**config.mk**
```make
export PLATFORM = sky130hd
export DESIGN_NAME = simple_uart_rx
export DESIGN_NICKNAME = d
export VERILOG_FILES = /design/src/rtl/simple_uart_rx.sv
export SDC_FILE = /design/constraint.sdc
export NUM_CORES = 1
export LEC_CHECK = 0
export CAP_MARGIN = 20
export CORE_ASPECT_RATIO = 1.5
export CORE_MARGIN = 4
export CORE_UTILIZATION = 55
export DETAILED_ROUTE_END_ITERATION = 8
export GPL_ROUTABILITY_DRIVEN = 0
export GPL_TIMING_DRIVEN = 0
export PLACE_DENSITY = 0.8
export SLEW_MARGIN = 20
export SYNTH_ARGS = -nofsm -noshare
export SYNTH_HDL_FRONTEND = slang
export SYNTH_SLANG_ARGS = --single-unit
```
**constraint.sdc**
```tcl
create_clock -name clk -period 2.72 [get_ports clk]
set_clock_uncertainty 0.1 [all_clocks]
set_input_delay 0.544 -clock clk [delete_from_list [all_inputs] [get_ports clk]]
set_output_delay 0.544 -clock clk [all_outputs]
set_load 0.05 [all_outputs]
```
**src/rtl/simple_uart_rx.sv**
```systemverilog
// 8N1 UART receiver with 2-flop input synchronizer and mid-bit sampling.
// Optional macro RX_MAJORITY_VOTE_EN: 2-of-3 vote around each mid-bit, decided one cycle later.
module simple_uart_rx #(
    parameter int CLKS_PER_BIT = 16
) (
    input  logic       clk,
    input  logic       rst,
    input  logic       line,
    output logic [7:0] data,
    output logic       valid,
    output logic       busy,
    output logic       frame_err
);

    localparam int CW = $clog2(CLKS_PER_BIT + 1);

`ifdef RX_MAJORITY_VOTE_EN
    localparam int START_LAST = CLKS_PER_BIT / 2;
`else
    localparam int START_LAST = CLKS_PER_BIT / 2 - 1;
`endif

    localparam logic [CW-1:0] START_END = CW'(START_LAST);
    localparam logic [CW-1:0] BIT_END   = CW'(CLKS_PER_BIT - 1);

    typedef enum logic [2:0] {
        IDLE,
        START,
        DATA,
        STOP,
        WAIT_HIGH
    } state_t;

    state_t        state_q, state_d;
    logic [CW-1:0] cnt_q, cnt_d;
    logic [2:0]    bit_q, bit_d;
    logic [7:0]    shift_q, shift_d;
    logic [7:0]    data_q, data_d;
    logic          valid_q, valid_d;
    logic          err_q, err_d;
    logic          sync1_q, rx_s_q;
    logic          sample;

`ifdef RX_MAJORITY_VOTE_EN
    // rx_s history: rx_d1_q is the mid value when the decision is taken at mid+1
    logic rx_d1_q, rx_d2_q;

    always_ff @(posedge clk) begin
        if (rst) begin
            rx_d1_q <= 1'b1;
            rx_d2_q <= 1'b1;
        end else begin
            rx_d1_q <= rx_s_q;
            rx_d2_q <= rx_d1_q;
        end
    end

    assign sample = (rx_s_q & rx_d1_q) | (rx_s_q & rx_d2_q) | (rx_d1_q & rx_d2_q);
`else
    assign sample = rx_s_q;
`endif

    always_ff @(posedge clk) begin
        if (rst) begin
            sync1_q <= 1'b1;
            rx_s_q  <= 1'b1;
            state_q <= IDLE;
            cnt_q   <= '0;
            bit_q   <= '0;
            shift_q <= '0;
            data_q  <= '0;
            valid_q <= 1'b0;
            err_q   <= 1'b0;
        end else begin
            sync1_q <= line;
            rx_s_q  <= sync1_q;
            state_q <= state_d;
            cnt_q   <= cnt_d;
            bit_q   <= bit_d;
            shift_q <= shift_d;
            data_q  <= data_d;
            valid_q <= valid_d;
            err_q   <= err_d;
        end
    end

    always_comb begin
        state_d = state_q;
        cnt_d   = cnt_q;
        bit_d   = bit_q;
        shift_d = shift_q;
        data_d  = data_q;
        valid_d = 1'b0;
        err_d   = 1'b0;

        case (state_q)
            IDLE: begin
                cnt_d = '0;
                bit_d = '0;
                if (!rx_s_q) state_d = START;
            end
            START: begin
                if (cnt_q == START_END) begin
                    cnt_d   = '0;
                    bit_d   = '0;
                    // a start bit that has vanished by mid-bit is treated as noise
                    state_d = sample ? IDLE : DATA;
                end else begin
                    cnt_d = cnt_q + CW'(1);
                end
            end
            DATA: begin
                if (cnt_q == BIT_END) begin
                    cnt_d          = '0;
                    shift_d[bit_q] = sample;
                    if (bit_q == 3'd7) state_d = STOP;
                    else               bit_d   = bit_q + 3'd1;
                end else begin
                    cnt_d = cnt_q + CW'(1);
                end
            end
            STOP: begin
                if (cnt_q == BIT_END) begin
                    cnt_d = '0;
                    if (sample) begin
                        data_d  = shift_q;
                        valid_d = 1'b1;
                        state_d = IDLE;
                    end else begin
                        err_d   = 1'b1;
                        state_d = WAIT_HIGH;
                    end
                end else begin
                    cnt_d = cnt_q + CW'(1);
                end
            end
            WAIT_HIGH: begin
                cnt_d = '0;
                if (rx_s_q) state_d = IDLE;
            end
            default: state_d = IDLE;
        endcase
    end

    assign data      = data_q;
    assign valid     = valid_q;
    assign frame_err = err_q;
    assign busy      = (state_q != IDLE);

endmodule

```
Word level (Yosys, flattened, before mapping)

Index checks and enable logic that the tools add are counted.

Bitwise gates (word level): 2
$lt $le $gt $ge: 2
Eq/ne operators: 14
Mux-type cells: 21
$add $sub $neg: 2
Reductions and logical operators: 12

Operators with widths:

| kind                                                | count |
|---|---|
| two-way mux 3 bit                                   | 10 |
| one-hot mux 3 bit (5 select lines)                  | 1 |
| one-hot mux 5 bit (3 select lines)                  | 1 |
| != test 2 bit, second input constant                | 7 |
| two-way mux 5 bit                                   | 2 |
| one-hot mux 3 bit (3 select lines)                  | 1 |
| nonzero test 3 bit                                  | 3 |
| bitwise mux 8 bit                                   | 1 |
| == test 3 x 2 -> 1 bit, second input constant       | 2 |
| == test 3 bit, second input constant                | 2 |
| AND reduction 6 bit                                 | 1 |
| adder 5 x 1 -> 5 bit, second input constant         | 1 |
| == test 5 x 3 -> 1 bit, second input constant       | 1 |
| == test 5 x 4 -> 1 bit, second input constant       | 1 |
| < comparator 3 x 4 -> 1 bit, second input constant  | 1 |
| AND reduction 4 bit                                 | 1 |
| OR reduction 2 bit                                  | 2 |
| adder 3 x 1 -> 3 bit, second input constant         | 1 |
| demux 1 bit (select 3 bit)                          | 1 |
| == test 3 x 1 -> 1 bit, second input constant       | 1 |
| >= comparator 3 x 1 -> 1 bit, second input constant | 1 |
| zero test 3 bit                                     | 1 |
| two-way mux 1 bit                                   | 3 |
| AND reduction 3 bit                                 | 1 |
| 5 further kinds                                     | 6 |

Output and inout bits: 11
Register bits after elaboration: 31
Logic and storage cells: 62

Logic depth before layout (Yosys ltp)

Gate-level depths: netlist of run 1.

Word-level depth: 5
Depth in mapped cells: 8

Worst setup path before layout of run 1

No wires, ideal clock.

Path kind: flip-flop to flip-flop
Start point: register cnt_q[0]
End point: register shift_q[1]
Stages on the path, launching flop included: 8
Path buffers: 1
Arrival time: 1.717 ns
Period minus slack after synthesis: 1.945 ns
Path slack: 0.775 ns
Library setup time: 0.128 ns
Cell sequence: dfxtp_1 -> ha_1 -> and3_1 -> ha_1 -> clkbuf_1 -> nor4b_1 -> mux2i_1 -> nor2_1

Cells in the longest elaborated chain, start to end: 2

Ends and longest elaborated chain:

| what                          | RTL line | RTL |
|---|---|---|
| start: declaration            | 35       | `logic [CW-1:0] cnt_q, cnt_d;` |
| start signal: assignment      | 78       | `cnt_q <= cnt_d;` |
| == test 5 x 4 -> 1 bit        | 113      | `if (cnt_q == BIT_END) begin` |
| AND reduction 2 bit (no line) | n/a      |  |
| end signal: assignment        | 80       | `shift_q <= shift_d;` |
| end: declaration              | 37       | `logic [7:0] shift_q, shift_d;` |

Every way passes these cells.
A chain may end at the register's enable or synchronous reset.

Worst setup path after layout of run 1

Start point: register state_q[0]
End point: output busy

Cells in the longest elaborated chain, start to end: 1

Ends and longest elaborated chain:

| what                     | RTL line | RTL |
|---|---|---|
| start: declaration       | 34       | `state_t state_q, state_d;` |
| start signal: assignment | 77       | `state_q <= state_d;` |
| nonzero test 3 bit       | 148      | `assign busy = (state_q != IDLE);` |
| end: declaration         | 11       | `output logic busy,` |

Every way passes these cells.

==> results of run 1 <==
==> kinds of logic (layout without fill, tap and decap cells) <==
logic type	Yosys count	after routing	share of synthesized area [%]
muxes	15	15	11.4
buffers and inverters	16	36	4.49
adders and majority gates	6	6	5.28
DFF	31	31	43.6
and+or+nand+nor	55	55	22.5
xor gates and xnor gates	2	2	1.23
AOI/OAI and AO/OA	25	25	11.4
==> metal layers <==
| layer | global-route usage, % | up-vias | wire, um |
|---|---|---|---|
| met5 | 0 | - | 0 |
| met1 | 19.5 | 550 | 1220 |
| met3 | 6.18 | 8 | 105 |
| met4 | 9.85 | 0 | 74 |
| li1 | - | 580 | - |
| met2 | 32.8 | 20 | 1480 |
==> worst max path at each step <==
stage	from	endpoint	depth (start not counted)
2_1_floorplan	cnt_q[0]	shift_q[1]	7
3_3_place_gp	state_q[0]	busy	3
3_5_place_dp	state_q[0]	busy	3
4_1_cts	state_q[0]	busy	3
5_1_grt	state_q[0]	busy	3
6_report	state_q[0]	busy	3
==> layout by cell type, fill, tap and decap left out, types with 2 or more instances in the layout <==
| master | synthesis | final |
|---|---|---|
| ha_1 | 6 | 6 |
| o21ai_0 | 5 | 5 |
| nor3_1 | 5 | 5 |
| or3_1 | 5 | 5 |
| nor2_1 | 20 | 20 |
| dfxtp_1 | 31 | 31 |
| o21ai_1 | 3 | 3 |
| buf_2 | 3 | 3 |
| nor4bb_1 | 3 | 3 |
| and3_1 | 2 | 2 |
| o41ai_1 | 3 | 3 |
| mux2i_1 | 14 | 14 |
| clkbuf_1 | 7 | 7 |
| a21oi_1 | 6 | 6 |
| nand2_1 | 4 | 4 |
| or2_2 | 2 | 2 |
| nand4_1 | 2 | 2 |
| inv_1 | 6 | 6 |
| clkdlybuf4s50_1 | 0 | 12 |
| a211oi_1 | 3 | 3 |
| nand2b_1 | 3 | 3 |
| nand3_1 | 3 | 3 |
| clkbuf_4 | 0 | 5 |
==> repair_timing <==
item / CTS / global route
endpoints found under the hold margin: 0 / 0
buffers inserted: 0 / 0
gates resized for setup: 1 / 0
setup endpoints to repair: 1 / 0
==> state kept, by name (all words and copies together), names as in the netlist <==
signal,cells
bit_q,3
cnt_q,5
data,8
frame_err,1
rx_s_q,1
shift_q,8
state_q,3
sync1_q,1
valid,1
==> critical path, stage by stage (launching register included) <==
cell           delay, ns
dfxtp_1             0.46
clkbuf_1            0.38
or3_1               0.18
dlygate4sd2_1       0.52
==> power by group through the flow <==
stage	clock network (W)	logic (W)	registers [W]
CTS	0.000277	0.0000291	0.000459
global route	0.000305	0.0000321	0.000459
detailed placement	0	0.0000294	0.000469
floorplan	0	0.0000191	0.000468
finish	0.000271	0.0000291	0.000459
global placement	0	0.0000283	0.000469
==> per-stage QoR <==
| stage | total power [W] | std cells |
|---|---|---|
| detailed placement | 0.000499 | 187 |
| global route | 0.000796 | 194 |
| CTS | 0.000765 | 194 |
| global placement | 0.000497 | 187 |
| finish | 0.000758 | 194 |
| floorplan | 0.000488 | 150 |
==> Yosys cell counts (2+ instances only) <==
| cell type | number | share of area [%] |
|---|---|---|
| dfxtp_1 | 31 | 44 |
| nor2_1 | 20 | 5.3 |
| mux2i_1 | 14 | 9.9 |
| clkbuf_1 | 7 | 1.8 |
| a21oi_1 | 6 | 2.1 |
| ha_1 | 6 | 5.3 |
| inv_1 | 6 | 1.6 |
| nor3_1 | 5 | 1.8 |
| o21ai_0 | 5 | 1.8 |
| or3_1 | 5 | 2.2 |
| nand2_1 | 4 | 1.1 |
| a211oi_1 | 3 | 1.6 |
| buf_2 | 3 | 1.1 |
| nand2b_1 | 3 | 1.3 |
| nand3_1 | 3 | 1.1 |
| nor4bb_1 | 3 | 2.1 |
| o21ai_1 | 3 | 1.1 |
| o41ai_1 | 3 | 1.8 |
| and3_1 | 2 | 0.88 |
| nand4_1 | 2 | 0.88 |
| or2_2 | 2 | 0.88 |
==> layout make-up <==
class	instances	area, um^2
fillers	210	812
multi-input cells	103	738
flip-flops and latches	31	621
repair buffers	13	129
clock buffers	6	51.3
plain buffers	10	41.3
well taps	24	30.0
inverters	6	22.5
clock inverters	1	5.00
==> results.tsv, run 1 <==
stage	metric	value	unit
run_status	outcome	complete, no violations	
sta	RSZ-0062 raised after global routing	false	
cts	clock buffer depth	2	
pwr	Int Pwr	0.000585	W
placement	dpl cell area	0.00158	mm^2
sta	Hold Violations, Final	0	
cts	Worst-path clk slew	0.09	ns
pwr	Sw Share	22.8	%
cts	root buffer cell	clkbuf_4	
cells_and_area	Layout Nets	179	
setup_path	crit path capture type	primary output	
logic_synthesis	distinct cell type count after synthesis	35	
global_route	first-pass GRT wire length	5040	um
sta	Tcrit/Tclk final	92.4	%
logic_synthesis	Seq/Total Area, Yosys	43.6	%
logic_synthesis	cell area after synthesis	0.00142	mm^2
placement	pre-CTS setup slack	0.318	ns
pwr	clock power share	35.7	%
logic_synthesis	asr flop ratio synth	0	%
logic_synthesis	syn_nets	159	
setup_path	Register-to-Register Setup Slack	0.40	ns
die	Horiz. Die Dim	49.5	um
pwr	VDD IR max	0.295	mV
placement	DP HPWL	2070	um
placement	IO buf count	13	
logic_synthesis	synth warn	0	
sta	final setup vio count	0	
pwr	sequential power share	60.5	%
logic_synthesis	#FFs+latches synth	31	
min_path	Endpoint, Worst Hold	rx_s_q	
global_route	GR Overflow Total	0	
sta	fin worst setup slack	0.208	ns
job	number of max-cap violations	0	
routing	ANT nets after route	0	
global_route	GRT Util Overall	18.9	%
setup_path	RR Endpoint	shift_q[1]	
setup_path	required time of the critical path	2.08	ns
sta	relative slew slack	56.2	%
logic_synthesis	Main synth FF type	dfxtp_1	
pwr	sw power	0.000173	W
min_path	worst hold path stage count	1	
die	FP Rows	22	
cells_and_area	area delta synth->final	15.1	%
cells_and_area	Antenna diodes	0	
die	Core Footprint	0.00245	mm^2
cts	TritonCTS buffer count	5	
cells_and_area	share of layout cells above drive strength 1	8.82	%
pwr	Leak	0.623	nW
logic_synthesis	Syn Area/Cell	9.48	um^2
sta	Slew Viols, Final	0	
sta	Setup TNS Final	0	ns
routing	TritonRoute pass-1 iters	4	
sta	Slew @ Worst Pin	0.651	ns
cts	H-Tree Depth	2	
routing	Iter 0 DRT Violations	26	
routing	Avg WL per Cell	14.8	um
routing	detailed-route DRC error count	0	
setup_path	CP Class	reg -> out	
die	io pins	14	
sta	Tmin final	2.51	ns
setup_path	startpoint types	flop	
setup_path	RR Startpoint	cnt_q[0]	
min_path	Hold WC Path Type	reg -> reg	
cts	Hold Buf Count CTS	0	
cells_and_area	Core Util, Final	66.9	%
global_route	initial antenna violation count	0	
sta	Final Hold Slack	0.318	ns
routing	Vias/cell	5.97	
setup_path	reg2reg path depth	7	
routing	final wirelength	2880	um
global_route	largest net degree at the start of global routing	11	
pwr	logic gate share of total power	3.8	%
logic_synthesis	Post-Syn Instances	150	
routing	Vias	1158	
min_path	hold path start	sync1_q	
setup_path	arrival time at the worst endpoint	1.87	ns
pwr	pwr dens	463	mW/mm^2
die	die area	0.00348	mm^2
die	Initial Util	58.1	%
global_route	vias in the first global route	1128	
setup_path	CP Max Fanout	10	
cts	CTS sink count	31	
cts	worst-skew pair later-pin latency	0.33	ns
die	Die Y	70.3	um
logic_synthesis	EDFF count, synth	0	
cts	CTS tree	done	
sta	highest clock rate	398	MHz
cells_and_area	Final Cell Area	0.00164	mm^2
Note: power is estimated with default switching activity, not from simulation.
==> inputs of run 2 (changes only) <==
--- a/config.mk
+++ b/config.mk
@@ -12,7 +12,7 @@
 export DETAILED_ROUTE_END_ITERATION = 8
 export GPL_ROUTABILITY_DRIVEN = 0
 export GPL_TIMING_DRIVEN = 0
-export PLACE_DENSITY = 0.8
+export PLACE_DENSITY_LB_ADDON = 0.3
 export SLEW_MARGIN = 20
 export SYNTH_ARGS = -nofsm -noshare
 export SYNTH_HDL_FRONTEND = slang
==> results.tsv, run 2 (same netlist as run 1, synthesis figures left out) <==
stage	metric	value	unit
run_status	outcome	complete, no violations	
setup_path	CP Max Fanout	10	
cts	Worst-path clk slew	0.09	ns
sta	Slew @ Worst Pin	0.683	ns
setup_path	CP top delay family	buffers and inverters	
routing	Vias/cell	5.92	
sta	Hold Violations, Final	0	
global_route	largest net degree at the start of global routing	11	
cts	post-CTS setup buffers	0	
setup_path	arrival time at the worst endpoint	1.87	ns
placement	DP HPWL	2090	um
pwr	Leak	0.618	nW
die	Die Y	70.3	um
setup_path	Worst path slowest cell	dlygate4sd2_1	
cells_and_area	Layout fillers	202	
sta	highest clock rate	398	MHz
cells_and_area	share of layout cells above drive strength 1	8.19	%
die	die area	0.00348	mm^2
cells_and_area	area delta synth->final	14.7	%
routing	Iter 0 DRT Violations	27	
global_route	GRT Util Overall	18.6	%
routing	Avg WL per Cell	14.6	um
sta	Slew Viols, Final	0	
setup_path	startpoint types	flop	
cts	CTS sink count	31	
sta	Tcrit/Tclk final	92.3	%
routing	final wirelength	2860	um
die	io pins	14	
setup_path	RR Startpoint	cnt_q[0]	
cts	clock buffer depth	2	
sta	Tmin final	2.51	ns
global_route	first-pass GRT wire length	4930	um
global_route	GR Overflow Total	0	
setup_path	Max stage delay on crit path	0.52	ns
sta	Final Hold Slack	0.321	ns
cells_and_area	most frequent cells in the layout	dfxtp_1, nor2_1, mux2i_1, clkdlybuf4s50_1, clkbuf_1	
setup_path	CP Class	reg -> out	
sta	Setup TNS Final	0	ns
cells_and_area	Layout Nets	179	
setup_path	crit path capture type	primary output	
pwr	pwr dens	455	mW/mm^2
setup_path	reg2reg path depth	7	
setup_path	RR Endpoint	shift_q[1]	
cts	worst-skew pair later-pin latency	0.34	ns
sta	RSZ-0062 raised after global routing	false	
sta	final setup vio count	0	
job	number of max-cap violations	0	
cells_and_area	Final Non-Filler Cells	195	
routing	detailed-route DRC error count	0	
placement	placed insts	187	
die	Initial Util	58.1	%
placement	IO buf count	13	
cts	H-Tree Depth	2	
routing	Vias	1155	
min_path	Hold WC Path Type	reg -> reg	
routing	ANT nets after route	0	
setup_path	required time of the critical path	2.08	ns
die	FP Rows	22	
setup_path	Register-to-Register Setup Slack	0.45	ns
pwr	VDD IR max	0.331	mV
die	Horiz. Die Dim	49.5	um
min_path	worst hold path stage count	1	
cts	CTS tree	done	
cells_and_area	Antenna diodes	0	
min_path	hold path start	sync1_q	
sta	relative slew slack	54.1	%
min_path	Endpoint, Worst Hold	rx_s_q	
setup_path	crit-path cells	clkbuf_1, or3_1, dlygate4sd2_1	
routing	TritonRoute pass-1 iters	4	
cells_and_area	commonest non-fill, non-tap cell in the layout	dfxtp_1	
setup_path	Critical path buffers and inverters	2	
cts	TritonCTS buffer count	5	
global_route	vias in the first global route	1116	
global_route	initial antenna violation count	0	
cts	root buffer cell	clkbuf_4	
die	Core Footprint	0.00245	mm^2
## run 2: report_power, final
group          internal (W)  switching, W
clock              0.000101      0.000155
combinational    0.00000982     0.0000190
sequential         0.000456    0.00000232
total              0.000567      0.000176
## run 2: worst max path at each step
stage               start         end  slack, ns  cells after the start
6_report       state_q[0]        busy       0.21                      3
5_1_grt        state_q[0]        busy       0.06                      3
4_1_cts        state_q[0]        busy       0.21                      3
3_5_place_dp   state_q[0]        busy       0.35                      3
3_3_place_gp   state_q[0]        busy       0.36                      3
2_1_floorplan    cnt_q[0]  shift_q[1]       0.78                      7
## run 2: what timing repair did
action / 4_1_cts / 5_1_grt
setup endpoints to repair: 1 / 0
resized for setup: 1 / 0
hold buffers: 0 / 0
## run 2: per-layer routing
metal  vias up  track usage, %  wire [um]
met4         0            9.85         62
met2        17            32.3       1550
met1       552            18.9       1140
met3         6            6.61        103
li1        580               -          -
met5         -               0          0
## run 2: cell type report
type                    count  area, um^2  area share [%]
plain buffers              10        41.3            2.53
repair buffers             13         129            7.90
clock inverters             1        5.00           0.307
clock buffers               7        45.0            2.76
well taps                  24        30.0            1.84
multi-input cells         103         738            45.2
flip-flops and latches     31         621            38.0
inverters                   6        22.5            1.38
## run 2: per-stage QoR
step / power [W] / utilization (%) / instance area [um^2] / setup slack [ns]
2_1_floorplan: 0.000488 / - / 1420 / 0.775
3_3_place_gp: 0.000497 / 64.6 / 1580 / 0.363
3_5_place_dp: 0.000498 / 64.6 / 1580 / 0.354
4_1_cts: 0.000752 / 66.6 / 1630 / 0.212
5_1_grt: 0.000771 / 66.6 / 1630 / 0.0564
6_report: 0.000742 / 66.6 / 1630 / 0.210
